$ cat src/rtl/mips_datapath_alu_muldiv_ctrl.sv
// Multicycle sequencer for the shared HI/LO unit.
// Latches an issued mul/div/move operation and holds its operands stable.
// Drives the HI/LO function code only in the commit cycle, so HI/LO is
// written exactly once per operation. Returns mfhi/mflo results on a
// one-cycle response strobe.
// Optional feature: MIPS_DATAPATH_ALU_MULDIV_CTRL_DIV0_TRAP_EN adds the div0
// port. With it, a zero divisor is trapped instead of running the full
// divide latency.
module mips_datapath_alu_muldiv_ctrl #(
  parameter int unsigned DATA_W  = 32,
  parameter int unsigned MUL_LAT = 4,
  parameter int unsigned DIV_LAT = 32
) (
  input  logic              i_clk,
  input  logic              i_rst,
  input  logic              i_req_valid,
  output logic              o_req_ready,
  input  logic [3:0]        i_req_func,
  input  logic [DATA_W-1:0] i_req_data1,
  input  logic [DATA_W-1:0] i_req_data2,
  input  logic              i_flush,
  output logic [3:0]        o_alu_func,
  output logic [DATA_W-1:0] o_alu_data1,
  output logic [DATA_W-1:0] o_alu_data2,
  input  logic [DATA_W-1:0] i_alu_result,
  output logic              o_rsp_valid,
  output logic [DATA_W-1:0] o_rsp_data,
  output logic              o_busy
`ifdef MIPS_DATAPATH_ALU_MULDIV_CTRL_DIV0_TRAP_EN
  ,
  output logic              o_div0
`endif
);

  // HI/LO unit function encoding
  localparam logic [3:0] FN_NOP  = 4'd0;
  localparam logic [3:0] FN_MULU = 4'd1;
  localparam logic [3:0] FN_MULS = 4'd2;
  localparam logic [3:0] FN_DIVU = 4'd3;
  localparam logic [3:0] FN_DIVS = 4'd4;
  localparam logic [3:0] FN_MTHI = 4'd5;
  localparam logic [3:0] FN_MTLO = 4'd6;
  localparam logic [3:0] FN_MFHI = 4'd7;
  localparam logic [3:0] FN_MFLO = 4'd8;

  localparam int unsigned MAX_LAT = (MUL_LAT > DIV_LAT) ? MUL_LAT : DIV_LAT;
  localparam int unsigned CNT_W   = $clog2(MAX_LAT + 1);
  localparam logic [CNT_W-1:0] MUL_CNT_INIT = CNT_W'(MUL_LAT - 1);
  localparam logic [CNT_W-1:0] DIV_CNT_INIT = CNT_W'(DIV_LAT - 1);

  typedef enum logic [2:0] {StIdle, StMul, StDiv, StMove, StRead} state_t;

  state_t              r_state;
  state_t              w_state_next;
  logic [CNT_W-1:0]    r_cnt;
  logic [CNT_W-1:0]    w_cnt_next;
  logic [3:0]          r_func;
  logic [DATA_W-1:0]   r_data1;
  logic [DATA_W-1:0]   r_data2;
  logic                w_accept;
  logic                w_is_div;
  logic                w_div0_trap;
  logic                w_commit_en;

  assign o_req_ready = (r_state == StIdle) && !i_flush;
  assign w_accept    = i_req_valid && o_req_ready;
  assign o_busy      = (r_state != StIdle);
  assign o_alu_data1 = r_data1;
  assign o_alu_data2 = r_data2;
  assign o_rsp_data  = i_alu_result;
  assign w_is_div    = (i_req_func == FN_DIVU) || (i_req_func == FN_DIVS);

`ifdef MIPS_DATAPATH_ALU_MULDIV_CTRL_DIV0_TRAP_EN
  logic r_div0;

  assign w_div0_trap = w_is_div && (i_req_data2 == '0);
  // A trapped divide spends its single DIV cycle with the write suppressed
  assign w_commit_en = !r_div0;
  assign o_div0      = r_div0;

  // Divide-by-zero flag: one-cycle pulse following the trapped accept
  always_ff @(posedge i_clk) begin
    if (i_rst) begin
      r_div0 <= 1'b0;
    end else begin
      r_div0 <= w_accept && w_div0_trap;
    end
  end
`else
  assign w_div0_trap = 1'b0;
  assign w_commit_en = 1'b1;
`endif

  // State, counter and latched operation registers
  always_ff @(posedge i_clk) begin
    if (i_rst) begin
      r_state <= StIdle;
      r_cnt   <= '0;
      r_func  <= FN_NOP;
      r_data1 <= '0;
      r_data2 <= '0;
    end else begin
      r_state <= w_state_next;
      r_cnt   <= w_cnt_next;
      if (w_accept) begin
        r_func  <= i_req_func;
        r_data1 <= i_req_data1;
        r_data2 <= i_req_data2;
      end
    end
  end

  // Next-state and latency counter
  always_comb begin
    w_state_next = r_state;
    w_cnt_next   = r_cnt;
    unique case (r_state)
      StIdle: begin
        if (w_accept) begin
          if ((i_req_func == FN_MULU) || (i_req_func == FN_MULS)) begin
            w_state_next = StMul;
            w_cnt_next   = MUL_CNT_INIT;
          end else if (w_is_div) begin
            w_state_next = StDiv;
            // Zero count makes a trapped divide leave DIV after one cycle
            w_cnt_next   = w_div0_trap ? '0 : DIV_CNT_INIT;
          end else if ((i_req_func == FN_MTHI) || (i_req_func == FN_MTLO)) begin
            w_state_next = StMove;
          end else if ((i_req_func == FN_MFHI) || (i_req_func == FN_MFLO)) begin
            w_state_next = StRead;
          end
        end
      end
      StMul, StDiv: begin
        if (r_cnt == '0) begin
          w_state_next = StIdle;
        end else begin
          w_cnt_next = r_cnt - 1'b1;
        end
      end
      StMove, StRead: begin
        w_state_next = StIdle;
      end
      default: begin
        w_state_next = StIdle;
      end
    endcase
    // Flush abandons whatever is in flight
    if (i_flush) begin
      w_state_next = StIdle;
      w_cnt_next   = '0;
    end
  end

  // HI/LO function and response strobe; flush masks both
  always_comb begin
    o_alu_func  = FN_NOP;
    o_rsp_valid = 1'b0;
    if (!i_flush) begin
      unique case (r_state)
        StMul, StDiv: begin
          if ((r_cnt == '0) && w_commit_en) begin
            o_alu_func = r_func;
          end
        end
        StMove: begin
          o_alu_func = r_func;
        end
        StRead: begin
          o_alu_func  = r_func;
          o_rsp_valid = 1'b1;
        end
        default: begin
          o_alu_func = FN_NOP;
        end
      endcase
    end
  end

endmodule

$ cat config.mk
export PLATFORM = sky130hd
export DESIGN_NAME = mips_datapath_alu_muldiv_ctrl
export DESIGN_NICKNAME = d
export VERILOG_FILES = /design/src/rtl/mips_datapath_alu_muldiv_ctrl.sv
export SDC_FILE = /design/constraint.sdc
export NUM_CORES = 1
export LEC_CHECK = 0
export CAP_MARGIN = 40
export CORE_MARGIN = 3
export CORE_UTILIZATION = 38
export CTS_BUF_LIST = sky130_fd_sc_hd__clkbuf_8
export DETAILED_ROUTE_END_ITERATION = 10
export PLACE_DENSITY = 0.83
export SETUP_SLACK_MARGIN = 0.05
export SYNTH_ARGS = -nofsm -noshare
export SYNTH_HDL_FRONTEND = slang
export SYNTH_SLANG_ARGS = --single-unit
$ cat constraint.sdc
create_clock -name i_clk -period 2.2 [get_ports i_clk]
set_input_delay 0.66 -clock i_clk [delete_from_list [all_inputs] [get_ports i_clk]]
set_output_delay 0.66 -clock i_clk [all_outputs]
set_load 0.02 [all_outputs]
==> results.toml <==
[run_status]
outcome = "finished with violations"
violations = "setup timing"

[global_route]
grt-ovfl-total = 0
grt_max_degree = 55
grt_usage_pct = 18.60
antenna_found_initial = 0
grt_pass1_wl_mm = 14.86
grt_pass1_vias = 3195

[clocking]
ctsLongestPathBuffers = 2
clk_pin_slew_ns = 0.08
hold_buffers = 0
cts_buffers = 9
root_buffer = "clkbuf_8"
cts_tree = "done"
cts_sinks = 77
insertion_delay_ns = 0.34
cts-htree-levels = 3

[synth]
ys_ff_latch = 77
yosysMostFrequentCell = "nand2_1"
synth.avg_cell_area_sq_um = 7.918
synth_common_cells = "nand2_1, dfxtp_1, a21oi_1"
ys_top_cells_by_area = "dfxtp_1, nand2_1, a21oi_1"
yosysTopAreaCell = "dfxtp_1"
synth_top_area_share_pct = 47.02
synth_area_sq_um = 3278
ys_types = 43
syn-instance-count = 414
synth_nets = 519
ys.flop_type = "dfxtp_1"
yosys_warnings = 0
synth_edf_count = 0
synthArstFlopShare_pct = 0
ys_seq_area_share_pct = 47.02

[sta]
whs_ns = 0.4533
fin_crit_ns = 2.510
tightest_slew_ns = 0.5623
slew_viol_final = 0
fin_tns_setup_ns = -1.234
slew_headroom_pct = 62.17
period_share_pct = 114.1
max_freq_ghz = 0.3984
clock_skew_ns = 0.01027
setup-violations-final = 4
hold_viol_final = 0
grt_setup_unrepaired = "yes"
setup_slack_ns = -0.3103

[routing]
drcViolationCount = 0
wire_per_inst_microns = 14.40
drt_wl_total_mm = 9.300
dr.pass1.iters = 6
ant_nets = 0
viasPerCell = 4.952
initialDrtViolationCount = 105
via_count = 3199

[finish]
syn_to_final_growth_pct = 53.63
finish.utilization_pct = 60.68
n_fill_cell = 721
fin_nets = 642
stdcell_count = 646
diodes = 0
drive_gt1_share_pct = 14.79

[setup_path]
cp-end-kind = "output pin"
critPathArrivalTime_ns = 1.85
rr_startpoint = "r_state[2]$_SDFFE_PP0P_"
cp-startpoint = "r_cnt[1]$_SDFFE_PP0P_"
timing_worst_setup_path_type = "reg2out"
startpoint_type = "register"
required_ns = 1.54
crit_fanout = 4

[pwr]
leakagePower_nw = 1.908
vdd_ir_drop_max_mv = 0.4314
cellPowerDensity_nw_per_um2 = 616.0

[floorplan]
boundaryPins = 207
fp.dieH_microns = 98.88
start_util_pct = 39.50
coreArea_sq_um = 8299
die_area_sq_um = 9777
row_count = 33
chipWidth_microns = 98.88

[placed_design]
dpl.hpwl_mm = 6.828
io_buffers = 142
finalWeightedCongestion = 0.7701
dp_cells = 627

[worst_hold_path]
min_path_type = "reg2reg"
hp-start = "o_alu_data2[7]$_SDFFE_PP0P_"

[job]
cap_violations = 0
[path summary, 6_finish.rpt]
check / to / slack, ns / cells past startpoint
worst min register to register: o_alu_data2[7]$_SDFFE_PP0P_ / 0.45 / 2
worst max-delay path: o_alu_func[3] / -0.31 / 8
worst max register to register: r_state[1]$_SDFFE_PP0P_ / 0.34 / 6
worst min-delay path: o_alu_data2[7]$_SDFFE_PP0P_ / 0.45 / 2
[critical path, stage by stage (launching register included)]
cell and delay (ns):
dfxtp_2 0.34, inv_2 0.05, ha_4 0.15, nor2b_4 0.13, buf_12 0.12, a31o_4 0.21, a21oi_4 0.27, nor4bb_4 0.08
buf_4 0.17
[area by class of cell]
cell class / instances / area (sq um) / share of cell area, %
timing repair buffer: 173 / 1674 / 33.24
sequential: 77 / 1551 / 30.81
multi-input combinational: 272 / 1468 / 29.14
clock buffer: 10 / 137.6 / 2.733
tap: 105 / 131.4 / 2.609
clock inverter: 5 / 58.81 / 1.168
inverter: 4 / 15.01 / 0.2981
[registers in the layout, summed over array words and instances (netlist names)]
| signal | flops |
|---|---|
| o_alu_data1 | 32 |
| o_alu_data2 | 32 |
| r_cnt | 6 |
| r_func | 4 |
| r_state | 3 |
[logic make-up (layout without fill, tap and decap cells)]
kind of cell	Yosys count	after routing	synth area share, %
simple gates	174	174	22.52
compound gates	93	93	16.68
flops	77	77	47.02
buf+inv	65	192	12.10
xor+xnor	4	4	1.298
fa+ha+maj	1	1	0.3816
[per-layer routing]
layer / global-route usage, % / vias up / wire length [microns]
met5: 0 / - / 0
met4: 7.563 / 0 / 167
met3: 6.228 / 18 / 766
met2: 35.12 / 129 / 5115
met1: 18.45 / 1467 / 3250
li1: - / 1585 / -
[stage by stage]
stage          total power, mW  worst slack (ns)  instance area [sq um]
4_1_cts                  3.145           -0.3215                   5011
2_1_floorplan            1.842           0.05153                   3358
5_1_grt                  3.239           -0.3946                   5036
6_report                 3.102           -0.3103                   5036
3_5_place_dp             2.063           -0.6866                   4765
3_3_place_gp             2.049           -0.6094                   4765
[report_power, final]
group / total [mW] / internal, mW / leakage [nW] / switching [mW]
Clock: 1.07 / 0.551 / 0.0948 / 0.518
Sequential: 1.48 / 1.45 / 0.631 / 0.0309
Combinational: 0.550 / 0.290 / 1.18 / 0.260
Total: 3.10 / 2.29 / 1.91 / 0.810
[cells in the final DEF (no fill, tap or decap), drive strengths merged, types with 2 or more instances in the layout]
| cell type | Yosys | routed |
|---|---|---|
| buf | 45 | 39 |
| clkinvlp | 0 | 2 |
| a211oi | 2 | 2 |
| inv | 4 | 5 |
| xnor2 | 3 | 3 |
| a31oi | 2 | 2 |
| clkbuf | 16 | 10 |
| dfxtp | 77 | 77 |
| a22oi | 2 | 2 |
| o32ai | 3 | 3 |
| nor4 | 3 | 3 |
| a21oi | 72 | 72 |
| nor2 | 6 | 6 |
| nor4bb | 4 | 4 |
| nand2 | 145 | 145 |
| clkdlybuf4s50 | 0 | 133 |
| a32o | 2 | 2 |
| nor3 | 8 | 8 |
[timing repair]
item / 4_1_cts / 5_1_grt
resized for setup: 48 / 7
buffers inserted: 5 / 2
gates cloned: 0 / 0
endpoints found under the setup margin: 7 / 6
pin swaps: 6 / 0
No activity file was read; power rests on OpenSTA's default activity.
